==> src/rtl/demux_arb_pkg.sv <==
// Shared definitions for the round-robin arbiter feeding the DeMux2x1 datapath:
// FSM state encodings and default datapath geometry.
package demux_arb_pkg;

  typedef logic [1:0] arb_state_t;

  localparam arb_state_t ST_RESET  = 2'd0;
  localparam arb_state_t ST_IDLE   = 2'd1;
  localparam arb_state_t ST_ACTIVE = 2'd2;
  localparam arb_state_t ST_PAUSE  = 2'd3;

  localparam int DEFAULT_DATA_WIDTH = 8;
  localparam int DEFAULT_SEL_BIT    = 7;

endpackage

==> src/rtl/rr_grant2.sv <==
// Two-way round-robin grant: when both sources request, the one not served
// last wins; a lone requester always wins. Purely combinational.
module rr_grant2
  import demux_arb_pkg::*;
(
  input  logic [1:0] req_i,
  input  logic       last_grant_i,
  output logic       grant_o,
  output logic       grant_valid_o
);

  // Pick the granted index from the request pattern and the last winner
  always_comb begin
    grant_valid_o = |req_i;
    case (req_i)
      2'b01:   grant_o = 1'b0;
      2'b10:   grant_o = 1'b1;
      default: grant_o = ~last_grant_i;
    endcase
  end

endmodule

==> src/rtl/demux_rr_arbiter.sv <==
// Drains two upstream FIFOs in round-robin order into the shared demux,
// registering each returned word with a valid strobe and a selector taken
// from the word's routing bit. All pops stop while either downstream FIFO
// is almost full; words already popped are still delivered.
module demux_rr_arbiter
  import demux_arb_pkg::*;
#(
  parameter int DATA_WIDTH = DEFAULT_DATA_WIDTH,
  parameter int SEL_BIT    = DEFAULT_SEL_BIT
) (
  input  logic                  clk,
  input  logic                  reset,
  input  logic                  fifo_empty0,
  input  logic                  fifo_empty1,
  input  logic [DATA_WIDTH-1:0] fifo_data0,
  input  logic [DATA_WIDTH-1:0] fifo_data1,
  input  logic                  almost_full0,
  input  logic                  almost_full1,
  output logic                  pop0,
  output logic                  pop1,
  output logic [DATA_WIDTH-1:0] data_out,
  output logic                  valid_out,
  output logic                  demux_sel,
  output logic [1:0]            state,
  output logic                  idle
);

  arb_state_t            state_q, state_d;
  logic                  last_grant_q;
  logic                  pop_pend_q;
  logic                  pop_src_q;
  logic [DATA_WIDTH-1:0] data_q;
  logic                  valid_q;
  logic                  sel_q;

  logic [1:0]            req;
  logic                  grant;
  logic                  grant_valid;
  logic                  stall;
  logic                  pop_any;
  logic [DATA_WIDTH-1:0] returned_word;

  assign req   = {~fifo_empty1, ~fifo_empty0};
  assign stall = almost_full0 | almost_full1;

  rr_grant2 u_grant (
    .req_i        (req),
    .last_grant_i (last_grant_q),
    .grant_o      (grant),
    .grant_valid_o(grant_valid)
  );

  // A pop is only ever issued to a non-empty FIFO, never under backpressure,
  // and is dropped immediately while reset is held so no word is lost upstream
  assign pop_any = reset & (state_q == ST_ACTIVE) & grant_valid & ~stall;
  assign pop0    = pop_any & ~grant;
  assign pop1    = pop_any & grant;

  // The FIFO answers one cycle after the pop; pick the source that was popped
  assign returned_word = pop_src_q ? fifo_data1 : fifo_data0;

  // Next-state decisions: backpressure dominates, then FIFO occupancy
  always_comb begin
    state_d = state_q;
    case (state_q)
      ST_RESET:  state_d = ST_IDLE;
      ST_IDLE: begin
        if (stall)            state_d = ST_PAUSE;
        else if (grant_valid) state_d = ST_ACTIVE;
      end
      ST_ACTIVE: begin
        if (stall)             state_d = ST_PAUSE;
        else if (!grant_valid) state_d = ST_IDLE;
      end
      ST_PAUSE: begin
        if (!stall) state_d = grant_valid ? ST_ACTIVE : ST_IDLE;
      end
      default:   state_d = ST_RESET;
    endcase
  end

  // State, grant history and the two-stage pop-to-output pipeline
  always_ff @(posedge clk) begin
    if (!reset) begin
      state_q      <= ST_RESET;
      last_grant_q <= 1'b1;
      pop_pend_q   <= 1'b0;
      pop_src_q    <= 1'b0;
      data_q       <= '0;
      valid_q      <= 1'b0;
      sel_q        <= 1'b0;
    end else begin
      state_q    <= state_d;
      pop_pend_q <= pop_any;
      pop_src_q  <= grant;
      valid_q    <= pop_pend_q;
      if (pop_any) begin
        last_grant_q <= grant;
      end
      if (pop_pend_q) begin
        data_q <= returned_word;
        sel_q  <= returned_word[SEL_BIT];
      end
    end
  end

  assign data_out  = data_q;
  assign valid_out = valid_q;
  assign demux_sel = sel_q;
  assign state     = state_q;
  assign idle      = (state_q == ST_IDLE) & ~pop_pend_q;

endmodule

==> config.mk <==
export PLATFORM = sky130hd
export DESIGN_NAME = demux_rr_arbiter
export DESIGN_NICKNAME = d
export VERILOG_FILES = /design/src/rtl/demux_arb_pkg.sv /design/src/rtl/rr_grant2.sv /design/src/rtl/demux_rr_arbiter.sv
export SDC_FILE = /design/constraint.sdc
export NUM_CORES = 1
export LEC_CHECK = 0
export CORE_MARGIN = 4
export CORE_UTILIZATION = 39
export DETAILED_ROUTE_END_ITERATION = 6
export PLACE_DENSITY = 0.82
export SLEW_MARGIN = 30
export SYNTH_ARGS = -nofsm -noshare
export SYNTH_HDL_FRONTEND = slang
export SYNTH_HIERARCHICAL = 1
export SYNTH_SLANG_ARGS = --single-unit
==> constraint.sdc <==
create_clock -name clk -period 2.88 [get_ports clk]
set_input_delay 0.576 -clock clk [delete_from_list [all_inputs] [get_ports clk]]
set_output_delay 0.576 -clock clk [all_outputs]
set_load 0.05 [all_outputs]
* Word level (Yosys, flattened, before mapping) *
Index checks and enable logic that the tools add are counted.

cells by class
  mux-type cells = 9
  bitwise logic cells = 13
  reductions and logical operators = 3
  eq/ne operators = 8

operators by type and width
  cell                  number
  $mux W2               6
  $mux W8               1
  $pmux W2 S4           1
  $and A1 B1 Y1         6
  $eq A2 B2 Y1 const B  3
  $ne A3 B3 Y1 const B  2
  $not A1 Y1            6
  $eq A2 B1 Y1 const B  2
  $reduce_and A3 Y1     1
  $logic_not A2 Y1      1
  $ne A2 B2 Y1 const B  1
  $pmux W1 S2           1
  $reduce_or A2 Y1      1
  $or A1 B1 Y1          1

word-level totals
  bits in registers = 15
  word-level logic and storage cells = 40
  input port bits = 22

* Longest topological paths before layout *
  word-level depth = 5
  gate-level depth with buffers = 8
  depth with buffers taken out = 8

* Hierarchy *
Netlist, hierarchy kept.

modules (own cells, without submodules)
  module            times used  area each (um^2)  sequential area each (um^2)  cells each
  demux_rr_arbiter  1           600.6             280.3                        61
  rr_grant2         1           45.0              0.0                          7

* Worst setup path before layout *
No wires, ideal clock.

  kind = input to output
  start point = in fifo_empty0
  end point = out pop0
  required time = 2.304 ns
  stages = 7
  buffers on the path = 0
  data arrival time = 2.184 ns
  path slack = 0.120 ns
  path through = inv_1 > inv_1 > ha_1 > inv_1 > or3b_1 > nor3b_2 > nor3b_2

on the way
  cells in the longest elaborated chain, start to end = 5
  elaborated cells on any way between the ends = 9
  classes of those cells = eq/ne (2); mux (1); bitwise (5); reduce/logical (1)

RTL lines
  what                        RTL line                RTL
  from (decl)                 demux_rr_arbiter.sv:13  input logic fifo_empty0,
  $not A1 Y1                  demux_rr_arbiter.sv:43  assign req = {~fifo_empty1, ~fifo_empty0};
  $reduce_or A2 Y1            rr_grant2.sv:14         grant_valid_o = |req_i;
  named net grant_valid       demux_rr_arbiter.sv:38  logic grant_valid;
  $and A1 B1 Y1 (2 in a row)  demux_rr_arbiter.sv:55  assign pop_any = reset & (state_q == ST_ACTIVE) & grant_valid & ~stall;
  $and A1 B1 Y1               demux_rr_arbiter.sv:56  assign pop0 = pop_any & ~grant;
  to (decl)                   demux_rr_arbiter.sv:19  output logic pop0,

The timed path passes the listed nets, and every way through them passes these cells.

* Final worst setup path *
  start point = in almost_full1
  end point = out pop0

on the way
  cells in the longest elaborated chain, start to end = 4

RTL lines
  what           RTL line                RTL
  from (decl)    demux_rr_arbiter.sv:18  input logic almost_full1,
  $or A1 B1 Y1   demux_rr_arbiter.sv:44  assign stall = almost_full0 | almost_full1;
  $not A1 Y1     demux_rr_arbiter.sv:55
  $and A1 B1 Y1  demux_rr_arbiter.sv:55
  $and A1 B1 Y1  demux_rr_arbiter.sv:56

Every way passes these cells.

==> results.txt <==
The die span in x came out at 48.7 microns. The core area is 0.00154 sq mm. After clock tree synthesis, the clock-pin slew on the worst setup and hold paths is approximately 80 ps. The synthesized instance count is 68. The number of instances on the worst hold path is 2. The total of endpoints with negative setup slack in the final report came out at 0. The via count of the first global-routing pass is between 700 and 800. The final max-slew violation count was 0. The reg-to-reg setup timing slack came out at ~1600 ps. Counting the fill cells in the layout gives 101. The number of nets in the layout is 147.

Setup slack closes at 100 ps. The total wirelength of the detailed-routed design is 2080 microns. Summed over all layers, the global routing overflow is 0.

The TritonCTS clock tree is built. The run finished with clean final reports. The synthesized design contains 0 enable-type register cells. The startpoint identified for the worst hold timing path is data_out[4]$_SDFFE_PN0P_. The commonest cells after synthesis are sky130_fd_sc_hd__dfxtp_1, sky130_fd_sc_hd__nor2_1, sky130_fd_sc_hd__a211oi_1, sky130_fd_sc_hd__mux2i_1, sky130_fd_sc_hd__inv_1. The first global-routing pass estimated 3710 microns of wire. For this design, the slowest cell found on the critical path is sky130_fd_sc_hd__clkdlybuf4s50_1. From synthesis to final layout, the design area changed by 90.1%. In this run the number of H-tree levels came out at 1. The worst setup path is of the in2out kind. The data required time of the critical path came out at 2300 ps. The die covers 0.00237 sq mm. The buffers plus inverters on the worst setup path came out at 2. Of all nets on the critical path, the largest fanout is 3.

The vertical die dimension is 48.7 microns. The longest clock path from root to sink contains 2 buffers. The post-route fraction of the period consumed by the critical path came out at 0.965. Dividing total power by cell area gives a power density of 374 mW/mm^2.

The total standard cell area after synthesis is around 650 sq um. Across the run, the number of max-cap violations was 0. The cell taking the most area after synthesis is sky130_fd_sc_hd__dfxtp_1.

The depth of the most critical reg-to-reg path is 4. The post-placement worst setup slack is -114 ps. The initial antenna violation count is 0. The placed wire-length estimate after detailed placement is 1240 microns. In the synthesized netlist the async set-or-reset flop fraction comes to 0. Setup repair after global routing left no endpoint under its margin. The worst hold path terminates at data_out[4]$_SDFFE_PN0P_. The proportion of netlist area held by the largest area contributor is 0.434.

Clock latency on the worst-skew pair, taken at its later pin, is 280 ps. The count of input and output buffers is 36. For this run, the register share of the synthesized area comes to 0.434.

The final worst clock skew came out at between 3 and 4 ps. The static leakage came out at 0.000493 uW. The ratio of cells with drive above 1 in the final layout is 0.303. The synthesized design contains 14 register bits. In the post-synthesis netlist, the biggest area contributors are sky130_fd_sc_hd__dfxtp_1, sky130_fd_sc_hd__mux2i_1, sky130_fd_sc_hd__a211oi_1. The headroom to the max-slew limit came out at 0.609. The post-route antenna net violation count is 0. The final sum of negative setup slack is 0 ps. In this design, the stage delay of the slowest critical-path cell is 460 ps. The transition time of the tightest slew-check pin came out at between 500 and 600 ps. Clock tree synthesis found a total of 14 sinks. CTS placed an instance of sky130_fd_sc_hd__clkbuf_4 at the clock tree root. The number of diodes is 0.

The highest clock rate is 0.360 GHz. The number of primary I/O pins came out at 37. The number of vias per cell after detailed routing came out at 5.12. The effective utilization at floorplan is 0.419. The overall fraction of global-route tracks in use came out at 0.198. For this run, the leading register cell type out of synthesis is sky130_fd_sc_hd__dfxtp_1. The count of final hold-check violations is 0. Traced cell by cell, the critical path runs through clkdlybuf4s50_1 -> or3b_4 -> nor3b_4 -> nor3b_4 -> buf_12. The clock period minus final worst setup slack came out at 2780 ps. The first-pass iteration count of the detailed router came out at 4.

On the final layout, the worst hold slack is 488 ps. The startpoint identified for the worst register-to-register timing path is last_grant_q$_SDFFE_PN1P_. In this run the critical register-to-register path is captured at last_grant_q$_SDFFE_PN1P_. After synthesis, the netlist uses 24 different library cells. The routability congestion estimate is 0.720. Detailed routing inserted a total of 707 vias. The synthesized net count came out at 92. The completed layout was analyzed and its total power is 459 uW.

In this design, the largest share of critical-path delay is due to simple AND/OR/NAND/NOR gates. The average instance in the mapped netlist occupies 9.49 sq um. The critical path data arrival time is between 2000 and 2500 ps. The Yosys step of the flow raised 6 warnings. In the final routed layout, each cell accounts on average for 15.0 microns.

The most common cell in the synthesized netlist is sky130_fd_sc_hd__dfxtp_1. The type of element launching the critical path is an input port. The kind of end point of the critical path is a primary output. The iteration-0 DRC count of the detailed router came out at 5. The TritonCTS buffer count is 3. After detailed routing, the number of remaining DRC violations is 0. The min-delay analysis places its worst path in the category reg2reg.

The maximum ir drop on the vdd rail is 0.271 mV. The pin count of the biggest net entering global routing came out at 19. The floorplan has 14 rows. Among the stages of the critical path, the cell type that occurs most often is sky130_fd_sc_hd__nor3b_4.
==> registers in the layout, indices dropped and copies added (netlist names) <==
signal,count
data_out,8
state,2
pop_pend_q,1
valid_out,1
pop_src_q,1
last_grant_q,1
==> metrics by stage <==
stage,util,area (sq um),std cells
after global routing,0.796,1230,138
after detailed placement,0.680,1050,119
after global placement,0.680,1050,119
final,0.796,1230,138
after floorplan,-,646,68
after CTS,0.789,1220,137
==> logic make-up (layout without fill, tap and decap cells) <==
| kind of cell | Yosys count | in the layout | synth area share |
|---|---|---|---|
| AO/OA/AOI/OAI | 13 | 13 | 0.151 |
| buffers and inverters | 11 | 65 | 0.0717 |
| adder cells (fa/ha/maj) | 2 | 2 | 0.0388 |
| flip-flops | 14 | 14 | 0.434 |
| AND/OR/NAND/NOR | 20 | 20 | 0.180 |
| multiplexers | 8 | 8 | 0.124 |
==> metal layers <==
layer  vias to the layer above  global-route usage  wire length [microns]
li1                        341                   -                      -
met1                       324               0.207                    753
met2                        38               0.343                   1060
met3                         4              0.0706                    224
met4                         0              0.0987                     35
met5                         -                   0                      0
==> worst min-delay path, cell delays in order (launching register included) <==
cell	delay [ps]
sky130_fd_sc_hd__dfxtp_1	320
sky130_fd_sc_hd__nor2_1	80
sky130_fd_sc_hd__a211oi_1	50
==> final cells by class <==
cell class                      count  area (sq um)  share of cell area
Tap cell                           16          20.0              0.0163
Timing Repair Buffer               54           518               0.422
Sequential cell                    14           280               0.228
Inverter                            7          26.3              0.0214
Clock buffer                        4          36.3              0.0296
Multi-Input combinational cell     43           347               0.282
==> timing repair <==
item | CTS | global route
gates cloned | 0 | 0
hold buffers | 0 | 0
pin swaps | 1 | 2
endpoints found under the setup margin | 2 | 3
resized for setup | 8 | 4
setup buffers | 14 | 1
==> placed cells by master (no fill, tap or decap), types with 2 or more instances in the layout <==
cell type                          n
sky130_fd_sc_hd__buf_12            2
sky130_fd_sc_hd__nor2_1            9
sky130_fd_sc_hd__mux2i_1           8
sky130_fd_sc_hd__clkdlybuf4s50_1  32
sky130_fd_sc_hd__buf_4            18
sky130_fd_sc_hd__inv_1             2
sky130_fd_sc_hd__dfxtp_1          14
sky130_fd_sc_hd__a211oi_1          8
sky130_fd_sc_hd__and2_1            2
sky130_fd_sc_hd__inv_2             4
sky130_fd_sc_hd__clkbuf_4          3
sky130_fd_sc_hd__nand2_1           2
sky130_fd_sc_hd__nor3b_4           2
==> worst max path at each step <==
stage                       from  endpoint  slack, ps  depth (start not counted)
floorplan            fifo_empty0      pop0        120                          7
global placement     fifo_empty0      pop0        -40                          9
detailed placement   fifo_empty1      pop0       -110                          9
CTS                  fifo_empty0      pop0          3                          9
global route         fifo_empty1      pop0         50                          9
finish              almost_full1      pop0        100                          5
==> power by group <==
group	internal [uW]	switching, uW	leakage, uW
Combinational	63.9	48.5	0.000358
Clock	76.9	63.3	0.0000210
Sequential	198	7.74	0.000114
Total	339	119	0.000493
(Power assumes the default switching activity.)
